==> config.mk <==
export PLATFORM = sky130hd
export DESIGN_NAME = rr_arbiter_16
export DESIGN_NICKNAME = d
export VERILOG_FILES = /design/src/rtl/arb_pkg.sv /design/src/rtl/rr_pick16.sv /design/src/rtl/rr_arbiter_16.sv
export SDC_FILE = /design/constraint.sdc
export NUM_CORES = 1
export LEC_CHECK = 0
export CAP_MARGIN = 5
export CORE_ASPECT_RATIO = 0.7
export CORE_UTILIZATION = 49
export DETAILED_ROUTE_END_ITERATION = 16
export DONT_BUFFER_PORTS = 1
export GPL_TIMING_DRIVEN = 0
export MAX_ROUTING_LAYER = met4
export PLACE_DENSITY = 0.66
export SLEW_MARGIN = 20
export SYNTH_ARGS = -nofsm -noshare
export SYNTH_HDL_FRONTEND = slang
export SYNTH_HIERARCHICAL = 1
export SYNTH_SLANG_ARGS = --single-unit
==> constraint.sdc <==
create_clock -name clk -period 5.38 [get_ports clk]
set_input_delay 1.076 -clock clk [delete_from_list [all_inputs] [get_ports clk]]
set_output_delay 1.076 -clock clk [all_outputs]
set_load 0.03 [all_outputs]
==> src/rtl/arb_pkg.sv <==
// Shared types and sizes for the 16-way round-robin arbiter.
package arb_pkg;

    localparam int unsigned NUM_REQ = 16;
    localparam int unsigned IDX_W   = 4;

    typedef enum logic [1:0] {
        ST_IDLE,
        ST_GRANT,
        ST_RELEASE
    } arb_state_t;

endpackage

==> src/rtl/rr_pick16.sv <==
// Rotating-priority picker: first set request at or after ptr, wrapping past 15.
module rr_pick16
    import arb_pkg::*;
(
    input  logic [NUM_REQ-1:0] req,
    input  logic [IDX_W-1:0]   ptr,
    output logic [IDX_W-1:0]   idx,
    output logic               any
);

    // Scan ptr, ptr+1, ... with 4-bit wraparound and keep the first hit.
    always_comb begin
        idx = '0;
        any = 1'b0;
        for (int i = 0; i < NUM_REQ; i++) begin
            if (!any && req[ptr + IDX_W'(i)]) begin
                idx = ptr + IDX_W'(i);
                any = 1'b1;
            end
        end
    end

endmodule

==> src/rtl/rr_arbiter_16.sv <==
// Round-robin arbiter for 16 requesters with done/drop/timeout release.
module rr_arbiter_16
    import arb_pkg::*;
#(
    parameter int unsigned MAX_HOLD = 16
)
(
    input  logic               clk,
    input  logic               rst_n,
    input  logic [NUM_REQ-1:0] req,
    input  logic               done,
    output logic [NUM_REQ-1:0] gnt,
    output logic [IDX_W-1:0]   gnt_idx,
    output logic               gnt_vld,
    output logic               timeout
);

    localparam int unsigned HC_W = (MAX_HOLD == 0) ? 1 : $clog2(MAX_HOLD + 1);
    localparam logic [HC_W-1:0] HOLD_LAST = (MAX_HOLD == 0) ? '0 : HC_W'(MAX_HOLD - 1);
    localparam logic            HOLD_EN   = (MAX_HOLD != 0);

    arb_state_t          state;
    logic [IDX_W-1:0]    ptr;
    logic [HC_W-1:0]     hold_cnt;
    logic [IDX_W-1:0]    pick_idx;
    logic                pick_any;
    logic                own_req;
    logic                hold_hit;
    logic                grant_exit;

    rr_pick16 u_pick (
        .req (req),
        .ptr (ptr),
        .idx (pick_idx),
        .any (pick_any)
    );

    // Release conditions evaluated while a grant is active.
    assign own_req    = req[gnt_idx];
    assign hold_hit   = HOLD_EN && (hold_cnt == HOLD_LAST);
    assign grant_exit = done || !own_req || hold_hit;

    // Arbiter FSM with pointer, hold counter and registered outputs.
    always_ff @(posedge clk or negedge rst_n) begin
        if (!rst_n) begin
            state    <= ST_IDLE;
            ptr      <= '0;
            hold_cnt <= '0;
            gnt      <= '0;
            gnt_idx  <= '0;
            gnt_vld  <= 1'b0;
            timeout  <= 1'b0;
        end else begin
            timeout <= 1'b0;
            case (state)
                ST_IDLE: begin
                    if (pick_any) begin
                        state    <= ST_GRANT;
                        gnt_idx  <= pick_idx;
                        gnt_vld  <= 1'b1;
                        gnt      <= NUM_REQ'(1) << pick_idx;
                        hold_cnt <= '0;
                    end
                end
                ST_GRANT: begin
                    if (grant_exit) begin
                        state    <= ST_RELEASE;
                        gnt      <= '0;
                        gnt_vld  <= 1'b0;
                        ptr      <= gnt_idx + IDX_W'(1);
                        hold_cnt <= '0;
                        // done or a dropped request in the limit cycle suppresses the pulse
                        timeout  <= hold_hit && !done && own_req;
                    end else begin
                        hold_cnt <= hold_cnt + HC_W'(1);
                    end
                end
                ST_RELEASE: begin
                    state    <= ST_IDLE;
                    hold_cnt <= '0;
                end
                default: begin
                    state <= ST_IDLE;
                end
            endcase
        end
    end

endmodule

==> results of run 1 <==
how the worst min path moves through the flow:
stage | start | cells past startpoint | endpoint
CTS | rst_n | 0 | gnt[13]
detailed placement | hold_cnt[4] | 2 | hold_cnt[4]
floorplan | hold_cnt[4] | 2 | hold_cnt[4]
global placement | hold_cnt[4] | 2 | hold_cnt[4]
finish | rst_n | 0 | gnt[5]
global route | rst_n | 0 | gnt[13]
layout by cell type, fill, tap and decap left out, types with 12 or more instances in the layout:
master / n
mux2i_1: 32
nand3_1: 15
mux2_2: 16
inv_1: 13
mux4_2: 27
dfrtp_1: 33
a21oi_1: 12
o21ai_0: 16
nor2_1: 18
nand2_1: 56
final cells by class:
type / instances / share of cell area
timing repair buffer: 5 / 0.00837
sequential: 33 / 0.184
inverter: 15 / 0.0128
multi-input combinational: 358 / 0.696
tap: 101 / 0.0282
clock buffer: 6 / 0.0287
buffer: 28 / 0.0391
clock inverter: 2 / 0.00223
worst max-delay path, cell delays in order, from the launching register on:
cell and delay (ns):
dfrtp_1 0.45, clkbuf_4 0.26, clkbuf_4 0.25, clkinv_2 0.20, ha_1 0.33, buf_2 0.22, buf_4 0.25, mux4_2 0.43
mux4_2 0.61, nor3_4 0.33, nand3_4 0.17, or4_1 0.53, buf_2 0.17, a31oi_2 0.26, nand2_1 0.11, nor2_1 0.29
a32o_1 0.19
state kept, by name, summed over array words and instances, names as in the netlist:
name / flops
gnt: 16
hold_cnt: 5
gnt_idx: 4
ptr: 4
state: 2
gnt_vld: 1
timeout: 1
through the flow:
stage	area, µm²	setup TNS (ns)	cells
final	4480	0	548
after global routing	4480	-0.0166	548
after CTS	4400	0	543
after detailed placement	4230	-22.73	535
after global placement	4230	-20.71	535
after floorplan	4110	0	434
repair_timing:
action                                 in CTS  in global routing
endpoints found under the hold margin       0                  0
buffers inserted                            0                  5
pin swaps                                   0                  2
setup endpoints to repair                  27                 21
hold buffers                                0                  0
gates resized for setup                    12                 17
kinds of logic after synthesis:
| kind of cell | after synthesis |
|---|---|
| buffers and inverters | 43 |
| XOR/XNOR | 12 |
| adder cells (fa/ha/maj) | 10 |
| AND/OR/NAND/NOR | 141 |
| flip-flops | 33 |
| AO/OA/AOI/OAI | 111 |
| multiplexers | 84 |
metal layers:
metal	vias to the layer above	routed length, µm	part of all wire
li1	1718	-	-
met1	1891	5900	0.46
met2	221	5290	0.42
met3	11	1450	0.11
met4	0	66	0.0052
met5	-	0	0
==> key figures, run 1 <==
STA
  – Final setup margin: 0.252 ns
  – Crit share post-route: 0.953
  – Actual slew at the worst max-slew pin: 0.891 ns
  – Max-slew violations: 0
  – Final worst path period need: 5.13 ns
  – Final setup vio count: 0
  – Slew HR: 0.389
  – Worst Skew: 0.00459 ns
  – Min Hold Slack: 0.489 ns
  – FMAX: 0.195 GHz
  – Final Hold Vio Count: 0

Synth
  – Syn Inst Count: 434
  – Top area cells in the synthesized netlist: dfrtp_1, mux4_2, mux2i_1
  – Compound-Gate Fraction of Synth Area: 0.204
  – Distinct cell type count after synthesis: 72
  – Post-synth EDFFs: 0
  – Synth area leader: dfrtp_1
  – Mux contribution to synthesized area: 0.309
  – Synth Area in Adders: 0.0305
  – Most common cell in the netlist: nand2_1
  – Synth async-reset ratio: 1.00
  – Yosys Warn Count: 6
  – XOR/XNOR Fraction of Synth Area: 0.0274
  – Syn Nets: 463
  – Post-Syn Area: 4110 µm²
  – Simple-gate share of the synthesized area: 0.178
  – Synth Register Bits: 33
  – Post-synth top cells: nand2_1, mux2i_1, dfrtp_1
  – Largest family of logic cells by synthesized area: multiplexers
  – Top FF cell, synth: dfrtp_1
  – Seq/Total Area, Yosys: 0.201
  – Mean area per synthesized cell: 9.46 µm²
  – Yosys top cell area share: 0.201

Global route
  – Initial antenna violation count: 0
  – Met1 usage in global routing: 0.456
  – Grt met2 use: 0.423
  – Vias in the first global route: 3550
  – Grt ovf: 0
  – First-pass GRT wire length: 20100 µm
  – Largest net degree at the start of global routing: 34
  – Met3 GRT Util: 0.0819
  – Total GRT Usage: 0.306
  – GR peak layer: met1

Finish
  – Layout Nets: 475
  – Diode count: 0
  – P&R area growth vs syn: 9.23%
  – Filler cell count: 713
  – Final Util: 0.560
  – Sequential Area: 826 µm²
  – Layout cells sized above 1: 0.224
  – Area occupied by multi-input gates: 3120 µm²

Job
  – Max-Cap Viols: 0

Detailed routing
  – Initial DRT Pass Iterations: 11
  – DR vias/cell: 7.01
  – Residual DRC: 2
  – Post-route ant nets: 0
  – Total number of vias: 3841
  – Routed wirelength normalized by instance count: 23.2 µm
  – Routed WL: 12700 µm
  – Initial DRC count: 388

Floorplan
  – Die width: 111 µm
  – Core Area: 8010 µm²
  – Initial Utilization: 0.513
  – Die Y: 78.6 µm
  – Number of I/O pins: 41
  – Core Rows: 27
  – Die area: 8750 µm²

CTS
  – Root Buffer: clkbuf_16
  – H-tree levels: 2
  – Clock slew at reported path FFs: 0.06 ns
  – CTS tree: yes
  – # clock sinks: 33
  – TritonCTS buffer count: 5
  – Skew-Pair Late Insertion Delay: 0.28 ns
  – CTS max path bufs: 2

Placement
  – I/O Buffers: 0
  – HPWL after detailed placement: 9600 µm
  – Dpl ws: -1.11 ns
  – GP Congestion: 0.957

Worst setup path
  – Worst r2r src: ptr[1]
  – R2r endpoint: gnt[11]
  – Crit start category: register
  – Reg2reg setup slack: 0.25 ns
  – Critical Path AT: 5.34 ns
  – Critical Path End Type: register
  – Critical Path RT: 5.59 ns
  – Worst Setup EP: gnt[11]
  – R2R cell count: 16
  – WS Path Type: register to register
  – Setup crit start: ptr[1]
  – Max FO, Critical Path: 10

Status
  – Run status: complete, but fails checks
  – Failing checks: design-rule violations

Worst hold path
  – Min-Delay Path Class: primary input to asynchronous set/reset pin
Power of run 1 is not shown: default switching activity piles up to over one toggle a cycle in this logic, so the estimate is an artifact.
==> inputs of run 2 (changes only) <==
- SYNTH_HIERARCHICAL: 1 -> default
==> run 2 against run 1 <==
  * The flow now finishes without violations
  * Non-clock buffer count shrank 11
  * Synthesized area is 3.5% higher
  * Global-route usage down 0.51 points
  * Die area grew 3.4%
  * Cell count up 2.4%
  * Clock skew fell by 0.00074 ns
  * First-iteration DRC count fell by 4.1%
  * Largest cell class unchanged
  * Highest routed layer unchanged
==> key figures, run 2 <==
Finish
  – Diode count: 0
  – Design area: 4570 µm²
  – Commonest non-fill, non-tap cell in the layout: nand2_1
  – Regs by FF count: gnt (16), hold_cnt (5)
  – P&R area growth vs syn: 7.63%
  – Layout cells sized above 1: 0.213
  – Filler cell count: 751
  – Layout Nets: 469
  – Most flops, register: gnt
  – Most frequent cells in the layout: nand2_1, mux4_2, dfrtp_1, mux2i_1, o21ai_0
  – Largest register FFs: 16

Worst setup path
  – R2R cell count: 14
  – Max FO, Critical Path: 19
  – Setup crit start: ptr[2]
  – R2r endpoint: gnt[11]
  – Critical Path End Type: register
  – Critical-path top delay cell: buf_2
  – Reg2reg setup slack: 0.34 ns
  – WS Path Type: register to register
  – Worst r2r src: ptr[2]
  – CP cell instances: buf_2, inv_1, ha_1, clkbuf_1, mux4_2, mux2_2, mux2_4, or2_4, nor4_4, and3_4, a31o_1, a21boi_2, nor2_1, a22o_1
  – Critical Path AT: 5.20 ns
  – Largest stage delay on the critical path: 0.45 ns
  – Crit start category: register
  – Worst Setup EP: gnt[11]
  – Critical Path RT: 5.54 ns

Global route
  – Total GRT Usage: 0.301
  – Initial antenna violation count: 0
  – Grt ovf: 0
  – Largest net degree at the start of global routing: 34
  – First-pass GRT wire length: 20200 µm
  – Vias in the first global route: 3526

STA
  – Final setup vio count: 0
  – Slew HR: 0.434
  – Final Hold Vio Count: 0
  – Crit share post-route: 0.937
  – RSZ-0062 raised after global routing: false
  – FMAX: 0.198 GHz
  – Actual slew at the worst max-slew pin: 0.843 ns
  – Worst Skew: 0.00385 ns
  – Max-slew violations: 0
  – Setup TNS: 0 ns
  – Final worst path period need: 5.04 ns

Detailed routing
  – Routed wirelength normalized by instance count: 22.3 µm
  – Initial DRT Pass Iterations: 5
  – Residual DRC: 0
  – DR vias/cell: 6.85
  – Post-route ant nets: 0
  – Routed WL: 12500 µm
  – Total number of vias: 3842
  – Initial DRC count: 372

Synth
  – Synth async-reset ratio: 1.00
  – Post-synth top cells: nand2_1, mux4_2, dfrtp_1
  – Mux contribution to synthesized area: 0.349
  – Yosys top cell area share: 0.194
  – Top FF cell, synth: dfrtp_1
  – Simple-gate share of the synthesized area: 0.164
  – Yosys Warn Count: 0
  – Post-Syn Area: 4250 µm²
  – Top area cells in the synthesized netlist: dfrtp_1, mux4_2, mux2i_1
  – Synth Area in Adders: 0.0294
  – XOR/XNOR Fraction of Synth Area: 0.0306
  – Distinct cell type count after synthesis: 76
  – Post-synth EDFFs: 0
  – Most common cell in the netlist: nand2_1
  – Seq/Total Area, Yosys: 0.194
  – Syn Nets: 463
  – Synth area leader: dfrtp_1
  – Mean area per synthesized cell: 9.79 µm²
  – Largest family of logic cells by synthesized area: multiplexers
  – Compound-Gate Fraction of Synth Area: 0.191
  – Synth Register Bits: 33
  – Syn Inst Count: 434

CTS
  – # clock sinks: 33
  – Resized cells post-CTS: 0
  – CTS tree: yes
  – Hold_buf cts: 0
  – Root Buffer: clkbuf_16
  – H-tree levels: 2
  – Post-CTS setup buffers: 0
  – Skew-Pair Late Insertion Delay: 0.27 ns
  – Clock slew at reported path FFs: 0.05 ns
  – TritonCTS buffer count: 5
  – CTS max path bufs: 2

Floorplan
  – Initial Utilization: 0.503
  – Die area: 9050 µm²
  – Core Area: 8440 µm²
  – Die Y: 79.9 µm
  – Core Rows: 28
  – Die width: 113 µm
  – Number of I/O pins: 41

Job
  – Max-Cap Viols: 0

Worst hold path
  – Min-Delay Path Class: register to register

Placement
  – I/O Buffers: 0
  – HPWL after detailed placement: 9680 µm
  – GP Congestion: 0.953
  – Dpl cell area: 4400 µm²

Status
  – Run status: completed
[run 2: changes by cell type after synthesis, sizes merged, moves of 9 or more]
cell,delta
o21ai,+21
nand3,-9
a22o,+10
mux2,+10
nand2,-11
[run 2: critical path, delay by kind of cell (launching register included)]
family                     cells  cell delay, ns
adders and majority gates      1            0.34
muxes                          3            1.09
buffers and inverters          3            1.10
DFF                            1            0.43
AOI/OAI and AO/OA              3            0.83
and+or+nand+nor                4            1.10
[run 2: per-stage QoR]
stage	setup slack (ns)	std cells	util	hold slack, ns
final	0.337	561	0.542	0.481
after CTS	0.0435	562	0.542	0.479
after detailed placement	0.0565	554	0.522	0.466
after global routing	0.0882	561	0.542	0.481
after global placement	0.115	554	0.521	0.462
after floorplan	1.11	434	-	0.437
[run 2: worst min path at each step]
stage	to	start	cells after the start
finish	hold_cnt[3]	hold_cnt[3]	1
CTS	hold_cnt[3]	hold_cnt[3]	1
global placement	hold_cnt[3]	hold_cnt[3]	1
floorplan	hold_cnt[3]	hold_cnt[3]	1
detailed placement	hold_cnt[3]	hold_cnt[3]	1
global route	gnt[14]	rst_n	0
[run 2: kinds of logic after synthesis]
kind of cell | after synthesis
multiplexers | 97
buffers and inverters | 32
AO/OA/AOI/OAI | 116
flip-flops | 33
adder cells (fa/ha/maj) | 10
AND/OR/NAND/NOR | 132
XOR/XNOR | 14
[run 2: final cells by class]
cell class / instances / area, µm² / share of cell area
multi-input combinational: 369 / 3250 / 0.711
sequential: 33 / 826 / 0.181
buffer: 22 / 140 / 0.0306
inverter: 9 / 33.8 / 0.00739
clock inverter: 1 / 30.0 / 0.00657
clock buffer: 7 / 143 / 0.0312
tap: 120 / 150 / 0.0328
[run 2: routing by layer]
layer | vias to the layer above | global-route usage | routed length, µm
li1 | 1720 | - | -
met1 | 1887 | 0.451 | 5810
met2 | 228 | 0.406 | 5230
met3 | 7 | 0.0858 | 1450
met4 | 0 | 0.0368 | 44
met5 | - | - | 0
Power of run 2 is left out for the same reason.
